===== src/rtl/bit_serializer_pkg.sv =====
// Shared types and helpers for the bit_serializer parallel-to-serial front end.
package bit_serializer_pkg;

  typedef enum logic [1:0] {
    StIdle   = 2'b00,
    StShift  = 2'b01,
    StParity = 2'b10,
    StGap    = 2'b11
  } state_e;

  localparam int unsigned GapCntW = 4;

  // Even parity: XOR of all bits; zero-extension of narrower words is harmless.
  function automatic logic parity_even(input logic [31:0] data);
    return ^data;
  endfunction

endpackage


===== src/rtl/bit_serializer.sv =====
// MSB-first word serializer with optional idle gap; idle line level is 0.
// Build option: define BIT_SERIALIZER_PARITY_EN to append an even-parity trailer bit.
module bit_serializer
  import bit_serializer_pkg::*;
#(
  parameter int unsigned WIDTH = 8,
  parameter int unsigned GAP   = 0
) (
  input  logic             clk_i,
  input  logic             rst_i,
  input  logic             in_valid_i,
  output logic             in_ready_o,
  input  logic [WIDTH-1:0] in_data_i,
  output logic             out_bit_o,
  output logic             out_valid_o,
  output logic             busy_o,
  output logic             word_done_o
);

  localparam int unsigned CntW = $clog2(WIDTH);
  localparam logic [CntW-1:0] CntLast = CntW'(WIDTH - 1);
  localparam logic [GapCntW-1:0] GapLoad = GapCntW'((GAP > 0) ? (GAP - 1) : 0);
  localparam state_e AfterWord = (GAP > 0) ? StGap : StIdle;
`ifdef BIT_SERIALIZER_PARITY_EN
  localparam bit ParityEn = 1'b1;
`else
  localparam bit ParityEn = 1'b0;
`endif

  state_e               state_q;
  logic [WIDTH-1:0]     shreg_q;
  logic [CntW-1:0]      bit_cnt_q;
  logic [GapCntW-1:0]   gap_cnt_q;
  logic                 out_bit_q;
  logic                 out_valid_q;
  logic                 word_done_q;
`ifdef BIT_SERIALIZER_PARITY_EN
  logic                 par_q;
`endif

  logic last_bit;
  logic handshake;

  assign last_bit    = (state_q == StShift) && (bit_cnt_q == '0);
  // Reload on the last-bit cycle only when nothing follows the word.
  assign in_ready_o  = (state_q == StIdle) || (last_bit && (GAP == 0) && !ParityEn);
  assign handshake   = in_valid_i && in_ready_o;

  assign out_bit_o   = out_bit_q;
  assign out_valid_o = out_valid_q;
  assign word_done_o = word_done_q;
  assign busy_o      = (state_q != StIdle);

  always_ff @(posedge clk_i or posedge rst_i) begin
    if (rst_i) begin
      state_q     <= StIdle;
      shreg_q     <= '0;
      bit_cnt_q   <= '0;
      gap_cnt_q   <= '0;
      out_bit_q   <= 1'b0;
      out_valid_q <= 1'b0;
      word_done_q <= 1'b0;
`ifdef BIT_SERIALIZER_PARITY_EN
      par_q       <= 1'b0;
`endif
    end else begin
      word_done_q <= 1'b0;
      if (handshake) begin
        // MSB goes straight to the output register; the rest waits in shreg_q.
        state_q     <= StShift;
        shreg_q     <= {in_data_i[WIDTH-2:0], 1'b0};
        bit_cnt_q   <= CntLast;
        out_bit_q   <= in_data_i[WIDTH-1];
        out_valid_q <= 1'b1;
`ifdef BIT_SERIALIZER_PARITY_EN
        par_q       <= parity_even(32'(in_data_i));
`endif
      end else begin
        unique case (state_q)
          StIdle: begin
            out_bit_q   <= 1'b0;
            out_valid_q <= 1'b0;
          end
          StShift: begin
            if (bit_cnt_q != '0) begin
              out_bit_q   <= shreg_q[WIDTH-1];
              out_valid_q <= 1'b1;
              shreg_q     <= {shreg_q[WIDTH-2:0], 1'b0};
              bit_cnt_q   <= bit_cnt_q - CntW'(1);
              word_done_q <= (bit_cnt_q == CntW'(1)) && !ParityEn;
            end else begin
`ifdef BIT_SERIALIZER_PARITY_EN
              state_q     <= StParity;
              out_bit_q   <= par_q;
              out_valid_q <= 1'b1;
              word_done_q <= 1'b1;
`else
              state_q     <= AfterWord;
              gap_cnt_q   <= GapLoad;
              out_bit_q   <= 1'b0;
              out_valid_q <= 1'b0;
`endif
            end
          end
          StParity: begin
            state_q     <= AfterWord;
            gap_cnt_q   <= GapLoad;
            out_bit_q   <= 1'b0;
            out_valid_q <= 1'b0;
          end
          StGap: begin
            out_bit_q   <= 1'b0;
            out_valid_q <= 1'b0;
            if (gap_cnt_q == '0) begin
              state_q <= StIdle;
            end else begin
              gap_cnt_q <= gap_cnt_q - GapCntW'(1);
            end
          end
          default: begin
            state_q     <= StIdle;
            out_bit_q   <= 1'b0;
            out_valid_q <= 1'b0;
          end
        endcase
      end
    end
  end

endmodule


===== config.mk =====
export PLATFORM = sky130hd
export DESIGN_NAME = bit_serializer
export DESIGN_NICKNAME = d
export VERILOG_FILES = /design/src/rtl/bit_serializer_pkg.sv /design/src/rtl/bit_serializer.sv
export SDC_FILE = /design/constraint.sdc
export NUM_CORES = 1
export LEC_CHECK = 0
export ABC_AREA = 1
export CAP_MARGIN = 15
export CORE_MARGIN = 2
export CORE_UTILIZATION = 40
export CTS_CLUSTER_SIZE = 8
export DETAILED_ROUTE_END_ITERATION = 12
export PLACE_DENSITY = 0.67
export SETUP_SLACK_MARGIN = 0.02
export SLEW_MARGIN = 10
export SYNTH_ARGS = -nofsm -noshare
export SYNTH_HDL_FRONTEND = slang
export SYNTH_SLANG_ARGS = --single-unit

===== constraint.sdc =====
create_clock -name clk_i -period 3.15 [get_ports clk_i]
set_input_delay 0.315 -clock clk_i [delete_from_list [all_inputs] [get_ports clk_i]]
set_output_delay 0.315 -clock clk_i [all_outputs]
set_load 0.05 [all_outputs]

==> reports/summary.md, run 1 <==
The number of instances in the synthesized netlist was 75. The post-detailed-route via-to-cell ratio is 4.88. The final setup violation count is 0. Sorting the synthesized cells by area gives the leading types as sky130_fd_sc_hd__dfrtp_1, sky130_fd_sc_hd__nand3_1, sky130_fd_sc_hd__nand2_1, sky130_fd_sc_hd__ha_1, sky130_fd_sc_hd__inv_1. The total overflow left after global routing is 0.

The tools report the placed cell area as 795 um^2. The via count of the first global-routing pass is 489. Each instance of the synthesized netlist takes up on average 8.78 um^2. Counting every net in the synthesized netlist gives 89. Synthesis instantiated 11 different standard cells from the library. The critical path contains buffers and inverters numbering 3 combined.

Buffers added to address setup during post-CTS repair amount to 0. Detailed routing inserted a total of 517 vias. Setup TNS: 0 ns.

For the clock network power share, the log shows 0.169. The layout cell share with drive strength beyond 1 was 0.0778. Counting flops and latches in the post-synthesis netlist gives 14. For the number of cell rows, the log shows 14. The critical path runs through a total of 6 cells. The number of sinks handled by clock tree synthesis was 14. The total area inside the core boundary comes to 1520 um^2. Kind of cell adding the most delay to the critical path: buffers and inverters. Power spread over the standard cell area amounts to 923 nW/um^2. Summing every instance area after synthesis gives 658 um^2. Port buffering added 15 buffers.

The analysis attributes to net switching a power of 327 uW. For this design the top-level I/O count stands at 16. For the final database, setup skew stands at 0.00584 ns. The run gives 441 uW as the internal power of the cells. The hold violation count in the final report came out at 0. The final layout contains 105 nets. The most critical setup path has its startpoint at bit_cnt_q[0]. The tools report the fraction of the yosys area taken by sequential cells as 0.532.

The number of DRC markers in iteration 0 is 3. The number of antenna violations at the first check in global routing is 0. Entering global routing, the biggest net connects 23 pins. The fraction of synthesized cell area taken by the top area cell type works out to 0.532.

Critical setup path kind: reg2out. In the post-route analysis, the smallest setup slack over all paths is 0.499 ns. For the pin with the worst max-slew slack, the measured transition is 0.522 ns. Kind of launch point of the worst setup path: a register. The flow ran to the end, and the final reports show no timing, DRC or antenna violations. In this run, post-CTS hold repair placed 0 buffers.

The share of the core filled with cells in the final layout was 0.545. The slowest library cell on the worst path was sky130_fd_sc_hd__clkdlybuf4s50_1. Setup repair after global routing left no endpoint under its margin.

The count of nets left with antenna violations once routing finished came out at 0. The startpoint identified for the worst register-to-register timing path is bit_cnt_q[0]. Hold timing on the final database bottoms out at a slack of 0.366 ns. In this run, CTS created clock tree buffers numbering 3.

The tools report the H-tree depth as 1. Register share of total power: 0.366. The post-detailed-route wirelength per cell is 11.1 um. The logs give 0 for the detailed-route DRC error count and 0.353 mV for the worst ir drop on vdd.

The fraction of power spent switching nets works out to 0.426. The starting density of the core was 0.432; the combinational group share of total power was 0.465. The tools report the number of antenna repair diodes as 0. For the global-route usage over all layers, the log shows 0.140. The finished cells cover 831 um^2.

The floorplan step defined a die boundary enclosing 1990 um^2. For the worst slew slack as a fraction of its limit, the log shows 0.652. The required time reported for the critical path endpoint is 2.83 ns. Clock latency on the worst-skew pair, taken at its later pin, is 0.28 ns. The tree is rooted in a sky130_fd_sc_hd__clkbuf_4. The tools report the first-pass iteration count of the detailed router as 4. The critical path capture point type was an output pin.

The weighted congestion reported at the end of routability-driven placement was 0.694. The clock period could shrink to 2.65 ns. The CTS clock-pin slew for the worst setup and hold paths was 0.09 ns; the maximum buffer depth of the clock tree was 2. The worst register-to-register path ends at bit_cnt_q[0].

The critical path goes through inv_1 -> ha_1 -> ha_1 -> inv_1 -> nand2_2 -> clkdlybuf4s50_1. The setup check on the worst reg-to-reg path leaves a slack of 1.63 ns. Timing would allow up to 377 MHz. For the count of final max-slew check failures, the log shows 0. The worst hold path class was in2async. On the worst path, the slowest cell contributes a delay of 0.88 ns. The area overhead of the layout relative to synthesis came out at 26.2%.

Detailed placement finished with a half-perimeter wire length of 827 um. Along the worst path, the maximum fanout reaches 22. The tool flagged a number of max-cap violations equal to 0. After detailed routing, the total wire length is 1180 um.

The number of cells on the worst reg-to-reg path is 8. The biggest area contributor in the post-synthesis netlist is sky130_fd_sc_hd__dfrtp_1. The logs give 0 for the post-CTS resize count and 0 for the count of yosys warnings during synthesis. TritonCTS built the clock tree. The data arrival time at the worst-slack endpoint is 2.34 ns, and the wire length of the first global-routing pass is 2050 um. Prior to clock tree synthesis, the placed netlist has a worst setup slack of 0.811 ns. In this run the static leakage power is 0.000426 uW.

Measured along the y axis, the die boundary spans 44.6 um. The floorplan step set the die width to 44.6 um. The final critical-path share of the clock period works out to 0.842.
==> through the flow <==
stage	power, uW	cells
global route	833	106
floorplan	556	75
global placement	633	102
detailed placement	645	102
finish	767	106
CTS	775	106
==> Yosys cell counts <==
| cell | n |
|---|---|
| sky130_fd_sc_hd__nand3_1 | 23 |
| sky130_fd_sc_hd__nand2_1 | 19 |
| sky130_fd_sc_hd__dfrtp_1 | 14 |
| sky130_fd_sc_hd__inv_1 | 8 |
| sky130_fd_sc_hd__buf_4 | 3 |
| sky130_fd_sc_hd__ha_1 | 3 |
| sky130_fd_sc_hd__buf_6 | 1 |
| sky130_fd_sc_hd__inv_2 | 1 |
| sky130_fd_sc_hd__nand2_2 | 1 |
| sky130_fd_sc_hd__nor2_1 | 1 |
| sky130_fd_sc_hd__nor2_2 | 1 |
==> worst max path at each step <==
stage | endpoint | slack (ns)
floorplan | in_ready_o | 1.72
global placement | in_ready_o | 0.88
detailed placement | in_ready_o | 0.81
CTS | in_ready_o | 0.49
global route | in_ready_o | 0.38
finish | in_ready_o | 0.50
==> power groups by stage <==
| stage | logic [uW] | registers, uW | clock network, uW |
|---|---|---|---|
| 2_1_floorplan | 220 | 337 | 0 |
| 3_3_place_gp | 351 | 282 | 0 |
| 3_5_place_dp | 360 | 284 | 0 |
| 4_1_cts | 361 | 281 | 132 |
| 5_1_grt | 403 | 289 | 141 |
| 6_report | 357 | 281 | 130 |
==> sequential cells by signal, indices dropped and copies added, names as in the netlist <==
name	count
shreg_q	7
bit_cnt_q	3
state_q	1
out_bit_o	1
word_done_o	1
out_valid_o	1
==> cell type report <==
type	instances	area, um^2
timing repair buffer	15	150
inverter	9	33.8
sequential	14	350
fill	142	693
multi-input combinational	48	240
clock buffer	4	36.3
tap	16	20.0
==> per-layer routing <==
| metal | up-vias | global-route usage | part of all wire |
|---|---|---|---|
| met5 | - | 0 | 0 |
| met4 | 0 | 0.0364 | 0.012 |
| met3 | 2 | 0.0408 | 0.058 |
| met2 | 17 | 0.209 | 0.42 |
| met1 | 231 | 0.199 | 0.51 |
| li1 | 267 | - | - |
==> cells by family after synthesis <==
logic type / count (synthesis) / share of synthesized area
and+or+nand+nor: 45 / 0.308
DFF: 14 / 0.532
buffers and inverters: 13 / 0.103
adders and majority gates: 3 / 0.0570
==> cells in the final DEF, fill, tap and decap left out <==
| cell | netlist | routed |
|---|---|---|
| sky130_fd_sc_hd__clkbuf_4 | 0 | 3 |
| sky130_fd_sc_hd__clkbuf_8 | 0 | 1 |
| sky130_fd_sc_hd__clkdlybuf4s50_1 | 0 | 15 |
| sky130_fd_sc_hd__dfrtp_1 | 14 | 14 |
| sky130_fd_sc_hd__ha_1 | 3 | 3 |
| sky130_fd_sc_hd__inv_1 | 8 | 8 |
| sky130_fd_sc_hd__inv_2 | 1 | 1 |
| sky130_fd_sc_hd__nand2_1 | 19 | 19 |
| sky130_fd_sc_hd__nand2_2 | 1 | 1 |
| sky130_fd_sc_hd__nand3_1 | 23 | 23 |
| sky130_fd_sc_hd__nor2_1 | 1 | 1 |
| sky130_fd_sc_hd__nor2_2 | 1 | 1 |
Power figures use the tool's default switching activity.
==> run 2, diff against run 1 <==
clock period = 2.75 ns   (was 3.15 ns; I/O delays follow)
==> reports/summary.md, run 2 (same netlist as run 1, synthesis figures left out) <==
Of all nets on the critical path, the largest fanout is 3. For this run, the detailed router's first-pass iteration total came to 4. At the worst endpoint, the required time is 2.48 ns. TritonCTS built the clock tree. Across all register-to-register paths, the minimum setup slack is 1.29 ns. For the setup TNS, the log shows 0 ns.

The remaining antenna violation count is 0, and the largest net degree at the start of global routing is 22. The clock reaches the later pin of the worst-skew pair after 0.28 ns. The total congestion overflow after global routing came out at 0. The flow ran to the end, and the final reports show no timing, DRC or antenna violations. The library cell used most frequently in the layout, excluding fill and tap cells, is sky130_fd_sc_hd__nand3_1. The die covers 1990 um^2. Count of final max-slew check failures: 0. Global-route usage over all layers: 0.142.

The completed layout was analyzed and its total power is 888 uW. The largest individual stage delay along the critical path comes from the cell sky130_fd_sc_hd__clkdlybuf4s50_1. In this run the worst hold path is classified as in2async. The tools report the number of antenna violations at the first check in global routing as 0.

For the standard cell core area, the log shows 1520 um^2. The run gives 0 as the number of antenna repair diodes. Wires add up to 1160 um. The tools report the count of hold buffers inserted by post-cts repair as 0. Leaving out fill and tap cells, the most frequent cells in the layout are sky130_fd_sc_hd__nand3_1, sky130_fd_sc_hd__nand2_1, sky130_fd_sc_hd__clkdlybuf4s50_1. Subtracting the final worst setup slack from the clock period gives 2.28 ns. The via count of the first global-routing pass is 461, and the hold violation count in the final report is 0.

The net count reported at finish came out at 106. Destination of the worst register-to-register timing path: shreg_q[3]. Largest register by flop count: shreg_q.

The starting density of the core came out at 0.432. The logs give 2030 um for the wire length of the first global-routing pass and 1 for the H-tree depth. Number of DRC markers in iteration 0: 13.

Final HPWL from detailed placement: 846 um. The most critical setup path has its startpoint at bit_cnt_q[0]. With fillers left out, the area of the finished cells amounts to 838 um^2.

The critical path goes through inv_1 -> ha_1 -> ha_1 -> inv_1 -> nand2_2 -> clkdlybuf4s50_1. The kind of launch point of the worst setup path was a register. After detailed routing, the number of remaining DRC violations is 0. The post-detailed-route via-to-cell ratio was 4.81; the die width was 44.6 um. The logs give 16 for the number of ports placed on the die boundary and 3 for the number of buffers created by CTS.

The run gives 0.000432 uW as the standby leakage power. Hold timing on the final database bottoms out at a slack of 0.326 ns. The congestion estimate from routability-driven global placement came to 0.731. After detailed placement, the total cell area comes to 802 um^2.

After clock tree synthesis, the clock-pin slew on the worst setup and hold paths is 0.08 ns. The post-CTS resize count came out at 0. The measured slew at the worst slew-check pin is 0.523 ns, and the max-capacitance violation count is 0. The worst-case IR drop observed on VDD is 0.450 mV. The final setup violation count is 0, and the total of buffers placed on input and output ports is 15. The logs give 2 for the maximum buffer depth of the clock tree and 14 for the number of cell rows. Dividing the detail-routed wire length by the instance count gives 10.9 um. The die is 44.6 um tall.

The power density over the cells came out at 1060 nW/um^2. After clock tree synthesis, the setup repair step added 0 buffers. The worst register-to-register path begins at bit_cnt_q[0]. Based on the critical path, the design can be clocked at up to 438 MHz. The layout cell share with drive strength beyond 1 works out to 0.0879.

The worst setup path is of the reg2out kind. The root buffer cell chosen for the clock tree is sky130_fd_sc_hd__clkbuf_4. Compared with the post-synthesis result, the final layout area differs by 27.4%. The run gives 0.651 as the worst slew slack as a fraction of its limit.

The tools report the count of vias placed by the detailed router as 515. The tree built by TritonCTS fans out to 14 sinks. The post-route clock skew is 0.00185 ns, and the flip-flop count of the largest register, all copies and words added is 7. The final critical-path share of the clock period came out at 0.830. The largest registers in the layout are shreg_q (7), bit_cnt_q (3).

Counting cells, the worst reg-to-reg path comes to 8. For the worst setup path, the data arrival time is 2.01 ns. On the worst path, the slowest cell contributes a delay of 0.80 ns. STA classifies the critical path endpoint as an output pin. Setup repair after global routing left no endpoint under its margin.
run 2: cell count changes in the layout (fill, tap and decap cells not counted), sizes merged:
cell and change:
buf +1
run 2: worst max-delay path by stage:
stage,end
after floorplan,in_ready_o
after global placement,in_ready_o
after detailed placement,in_ready_o
after CTS,in_ready_o
after global routing,in_ready_o
final,in_ready_o
run 2: cell type report:
| cell class | count | area (um^2) |
|---|---|---|
| multi-input combinational | 48 | 240 |
| fill | 145 | 686 |
| clock buffer | 4 | 36.3 |
| inverter | 9 | 33.8 |
| timing repair buffer | 16 | 158 |
| tap | 16 | 20.0 |
| sequential | 14 | 350 |
run 2: layer usage:
layer	track usage	part of all wire	vias to the layer above	wire, um
li1	-	-	271	-
met1	0.219	0.52	221	607
met2	0.186	0.39	20	458
met3	0.0367	0.066	3	77
met4	0.0545	0.016	0	19
met5	0	0	-	0
run 2: power by group:
part / total, uW / leakage, uW / internal (uW) / switching (uW)
clock network: 147 / 0.0000210 / 80.6 / 66.5
registers: 322 / 0.000173 / 285 / 36.2
logic: 420 / 0.000237 / 149 / 271
run 2: per-stage QoR:
stage           util  worst slack (ns)  cells
2_1_floorplan      -              1.36     75
3_3_place_gp   0.526             0.800    103
3_5_place_dp   0.526             0.786    103
4_1_cts        0.550             0.463    107
5_1_grt        0.550             0.363    107
6_report       0.550             0.467    107
run 2: worst max-delay path: cells and delay by family (launching register included):
family                     cells  cell delay (ns)
buffers and inverters          3             0.94
DFF                            1             0.40
adders and majority gates      2             0.33
and+or+nand+nor                1             0.06
==> run 3, diff against run 2 <==
clock period = 2.15 ns   (was 2.75 ns; I/O delays follow)
==> reports/summary.md, run 3 (same netlist as run 1, synthesis figures left out) <==
The run finished with clean final reports. The final critical-path share of the clock period works out to 0.899. The logs give 1 for the H-tree depth and 106 for the final instance count without filler cells. The tools report the number of buffers created by CTS as 3.

The number of antenna violations at the first check in global routing was 0; the number of setup buffers added after CTS was 0. After detailed routing, the number of remaining DRC violations is 0. At the end of the flow, the number of nets in the layout was 105. The minimum period implied by the final worst setup slack was 1.93 ns. The logs give 0 for the remaining antenna violation count and 1520 um^2 for the standard cell core area.

The root buffer cell was sky130_fd_sc_hd__clkbuf_4. For this design the ratio of total power to cell area is 1380 nW/um^2. Leaving out fill and tap cells, the most frequent cells in the layout are sky130_fd_sc_hd__nand3_1, sky130_fd_sc_hd__nand2_1, sky130_fd_sc_hd__dfrtp_1, sky130_fd_sc_hd__clkdlybuf4s50_1, sky130_fd_sc_hd__inv_1.

The most frequent standard cell in the layout excluding fill and tap cells is sky130_fd_sc_hd__nand3_1. The standby leakage power was 0.000431 uW; the via count of the first global-routing pass was 481. Ranked by flip-flop count, first place goes to shreg_q.

The post-route clock skew was 0.00620 ns. In this run, placement finished with an instance count of 102. In the routed layout, each cell is associated on average with a via count of 5.21. Peak fanout along the critical path: 22. The run gives 0 as the count of final max-slew check failures. For the latest clock arrival within the worst-skew pair, the log shows 0.29 ns. After clock tree synthesis, the repair step resized 0 gates.

In this run, post-CTS hold repair placed 0 buffers. Worst slew slack as a fraction of its limit: 0.654. The max-capacitance violation count is 0.

Timing would allow up to 517 MHz. TritonCTS built the clock tree. After routing, the total negative slack on setup checks comes to 0 ns. The count of vias placed by the detailed router was 552.

The critical setup path kind is reg2out. The total overflow left after global routing is 0. The final setup violation count was 0. The layout cell share with drive strength beyond 1 came out at 0.0889.

For this design the top-level I/O count stands at 16. Dividing the detail-routed wire length by the instance count gives 11.2 um. Critical path capture point type: an output pin.

The tightest hold path in the finished design has a slack of 0.253 ns. The maximum buffer depth of the clock tree is 2. The area overhead of the layout relative to synthesis was 27.8%. The first detailed-routing pass took 4 iterations. The worst setup path is launched from a register.

The hold violation count in the final report is 0, and the data arrival time at the worst-slack endpoint is 1.72 ns. The CTS clock-pin slew for the worst setup and hold paths is 0.09 ns, and the wire length of the first global-routing pass is 2080 um. The measured slew at the worst slew-check pin was 0.519 ns. The global-route usage over all layers is 0.144. The final wirelength is 1190 um, and the final HPWL from detailed placement is 847 um.

Setup repair after global routing left no endpoint under its margin. The number of antenna repair diodes is 0, and the number of sinks handled by clock tree synthesis is 14. The floorplan step set the die height to 44.6 um. The worst hold path class was in2async. The number of cell rows is 14, and the die width is 44.6 um. Across the VDD grid, the largest voltage drop is 0.680 mV. The starting density of the core is 0.432. The flip-flop count of the largest register, all copies and words added is 7, and the die area is 1990 um^2. STA puts the critical path data required time at 1.93 ns.

The largest net degree at the start of global routing was 23; the weighted congestion reported at the end of routability-driven placement was 0.678. The total of buffers placed on input and output ports is 15, and the number of DRC markers in iteration 0 is 14. The largest registers in the layout are shreg_q (7), bit_cnt_q (3).
==> run 3: cell types whose count changed in the layout (fill, tap and decap cells not counted), sizes merged <==
cell           delta
clkdlybuf4s50     -1
==> run 3: power breakdown <==
part	switching (uW)	leakage (uW)	total, uW	internal, uW
Clock	94.6	0.0000210	198	103
Sequential	45.0	0.000173	410	365
Combinational	356	0.000237	554	198
Total	496	0.000431	1160	666
==> run 3: cell type report <==
| class | instances | area, um^2 |
|---|---|---|
| fillers | 144 | 683 |
| flip-flops and latches | 14 | 350 |
| multi-input cells | 48 | 240 |
| repair buffers | 15 | 160 |
| clock buffers | 4 | 36.3 |
| inverters | 9 | 33.8 |
| well taps | 16 | 20.0 |
==> run 3: path summary, 6_finish.rpt <==
check | startpoint | to | slack (ns) | cells past startpoint
setup / recovery | bit_cnt_q[0] | in_ready_o | 0.22 | 6
hold / removal | rst_i | out_bit_o | 0.25 | 2
setup reg to reg | bit_cnt_q[0] | bit_cnt_q[0] | 0.59 | 8
hold reg to reg | shreg_q[1] | shreg_q[2] | 0.50 | 2
max in group asynchronous | rst_i | shreg_q[1] | 1.55 | 2
min in group clk_i | in_data_i[0] | shreg_q[1] | 0.49 | 3
==> run 3: critical path, stage by stage, from the launching register on <==
cell and delay (ns):
sky130_fd_sc_hd__dfrtp_1 0.38, sky130_fd_sc_hd__inv_1 0.07, sky130_fd_sc_hd__ha_1 0.21, sky130_fd_sc_hd__ha_1 0.20
sky130_fd_sc_hd__inv_1 0.07, sky130_fd_sc_hd__nand2_2 0.24, sky130_fd_sc_hd__buf_12 0.25
==> run 3: through the flow <==
stage	utilization	setup slack [ns]	cell area, um^2	total power (uW)
floorplan	-	0.769	658	815
CTS	0.552	0.206	841	1170
finish	0.552	0.217	841	1160
global route	0.552	0.0849	841	1260
detailed placement	0.528	0.526	805	975
global placement	0.528	0.603	805	952
==> run 3: routing by layer <==
metal,track usage,share of wire
met1,0.199,0.47
met2,0.223,0.46
met3,0.0245,0.057
met4,0.0545,0.019
met5,0,0
==> variant: new RTL, flow settings as in run 1 <==
The 4 states of `state_e` get a one-hot encoding in 4 bits.
--- a/src/rtl/bit_serializer_pkg.sv
+++ b/src/rtl/bit_serializer_pkg.sv
@@ -2,9 +2,9 @@
 package bit_serializer_pkg;
 
-  typedef enum logic [1:0] {
-    StIdle   = 2'b00,
-    StShift  = 2'b01,
-    StParity = 2'b10,
-    StGap    = 2'b11
+  typedef enum logic [3:0] {
+    StIdle   = 4'b0001,
+    StShift  = 4'b0010,
+    StParity = 4'b0100,
+    StGap    = 4'b1000
   } state_e;
 
Formal check against the unedited RTL: same outputs for any inputs over 10 cycles, from zero or initial values and one cycle with rst_i high; not proved beyond that.
==> variant against run 1 <==
Worst setup slack improved by 220 ps. Wire length increased by 19%. Design area is 15% higher. Sequential cell count is 1 higher. Area after synthesis grew 18%. Maximum frequency is 9.1% higher. Critical path depth grew 1. Global-route usage rose by 1.4 points. Total power rose by 16%. Combinational power is 28% higher. Cell count grew 32%. Largest cell class unchanged.
==> variant: results (changes against run 1) <==
{| class="wikitable"
! Metric !! Value
|-
| Number of global-route vias before repair || 559 (+14%)
|-
| Worst r2r dst || shreg_q[7]
|-
| HPWL after DPL || 1.02 mm (+23%)
|-
| Vias after detailed routing || 622 (+20%)
|-
| First-pass GRT wire length || 2.42 mm (+18%)
|-
| Number of unique standard cell types used by synthesis || 14 (+3)
|-
| Synthesized net count || 114 (+28%)
|-
| Post-layout nets || 130 (+24%)
|-
| Share of post-route cells with drive strength above 1 || 7.83% (+0.048 points)
|-
| Mean area per synthesized cell || 7.79 um2 (-11%)
|-
| Worst-case reg-to-reg path depth || 9 (+1)
|-
| Worst-case headroom to the max-slew limit || 61.4% (-3.7 points)
|-
| Outcome || completed
|-
| Hold slack || 391 ps (+24.5 ps)
|-
| Seq/Total Area, Yosys || 48.3% (-4.9 points)
|-
| Pre-CTS setup slack || 1020 ps (+208 ps)
|-
| Post-place instance area || 932 um2 (+17%)
|-
| Worst VDD drop || 0.000503 V (+42%)
|-
| Lkg Pwr || 0.532 nW (+25%)
|-
| Wire length on met1 || 676 um (+12%)
|-
| Worst Clk Skew || 1.74 ps (-4.09 ps)
|-
| GRT Total Usage || 15.4% (+1.4 points)
|-
| Gp weighted congestion || 0.769 (+11%)
|-
| GRT met1 Usage || 21.2% (+1.2 points)
|-
| Top flop regs || shreg_q (7), bit_cnt_q (3), state_q (2)
|-
| Final cell count without fillers || 140 (+32%)
|-
| Pin count of the biggest net entering global routing || 18 (-22%)
|-
| Worst-path maximum fanout || 8 (-64%)
|-
| WL met2 || 669 um (+35%)
|-
| Top area cells in the synthesized netlist || sky130_fd_sc_hd__dfrtp_1 (45%), sky130_fd_sc_hd__nand2_1 (19%), sky130_fd_sc_hd__nand3_1 (10%)
|-
| Fraction of met3 tracks used by global routing || 3.33% (-0.75 points)
|-
| Routed wire length on met3 || 39 um (-43%)
|-
| Largest stage delay, worst path || 810 ps (-70 ps)
|-
| Time the worst path needs with I/O delays and setup || 2430 ps (-222 ps)
|}
==> variant: cell count changes in the layout (fill, tap and decap cells not counted), sizes merged <==
cell    change
nor2        +2
inv         +7
o211ai      +1
nand2      +21
nand3       -7
dfstp       +1
==> variant: kinds of logic (layout without fill, tap and decap cells) <==
logic type,count (synthesis),count (layout),share of synthesized area (%)
AND/OR/NAND/NOR,61,61,34.5
buffers and inverters,20,35,11.4
flip-flops,15,15,48.3
adder cells (fa/ha/maj),3,3,4.82
AO/OA/AOI/OAI,1,1,0.963
==> variant: area by class of cell <==
class	count	area [um2]
Clock buffer	4	26.3
Fill cell	170	825
Inverter	16	60.1
Multi-Input combinational cell	65	314
Sequential cell	15	377
Tap cell	25	31.3
Timing Repair Buffer	15	150
==> variant: where the power goes <==
group | switching [W] | internal, W | leakage [nW]
Sequential | 0.0000414 | 0.000281 | 0.174
Combinational | 0.000306 | 0.000151 | 0.342
Clock | 0.0000615 | 0.0000491 | 0.0150
Total | 0.000409 | 0.000482 | 0.532
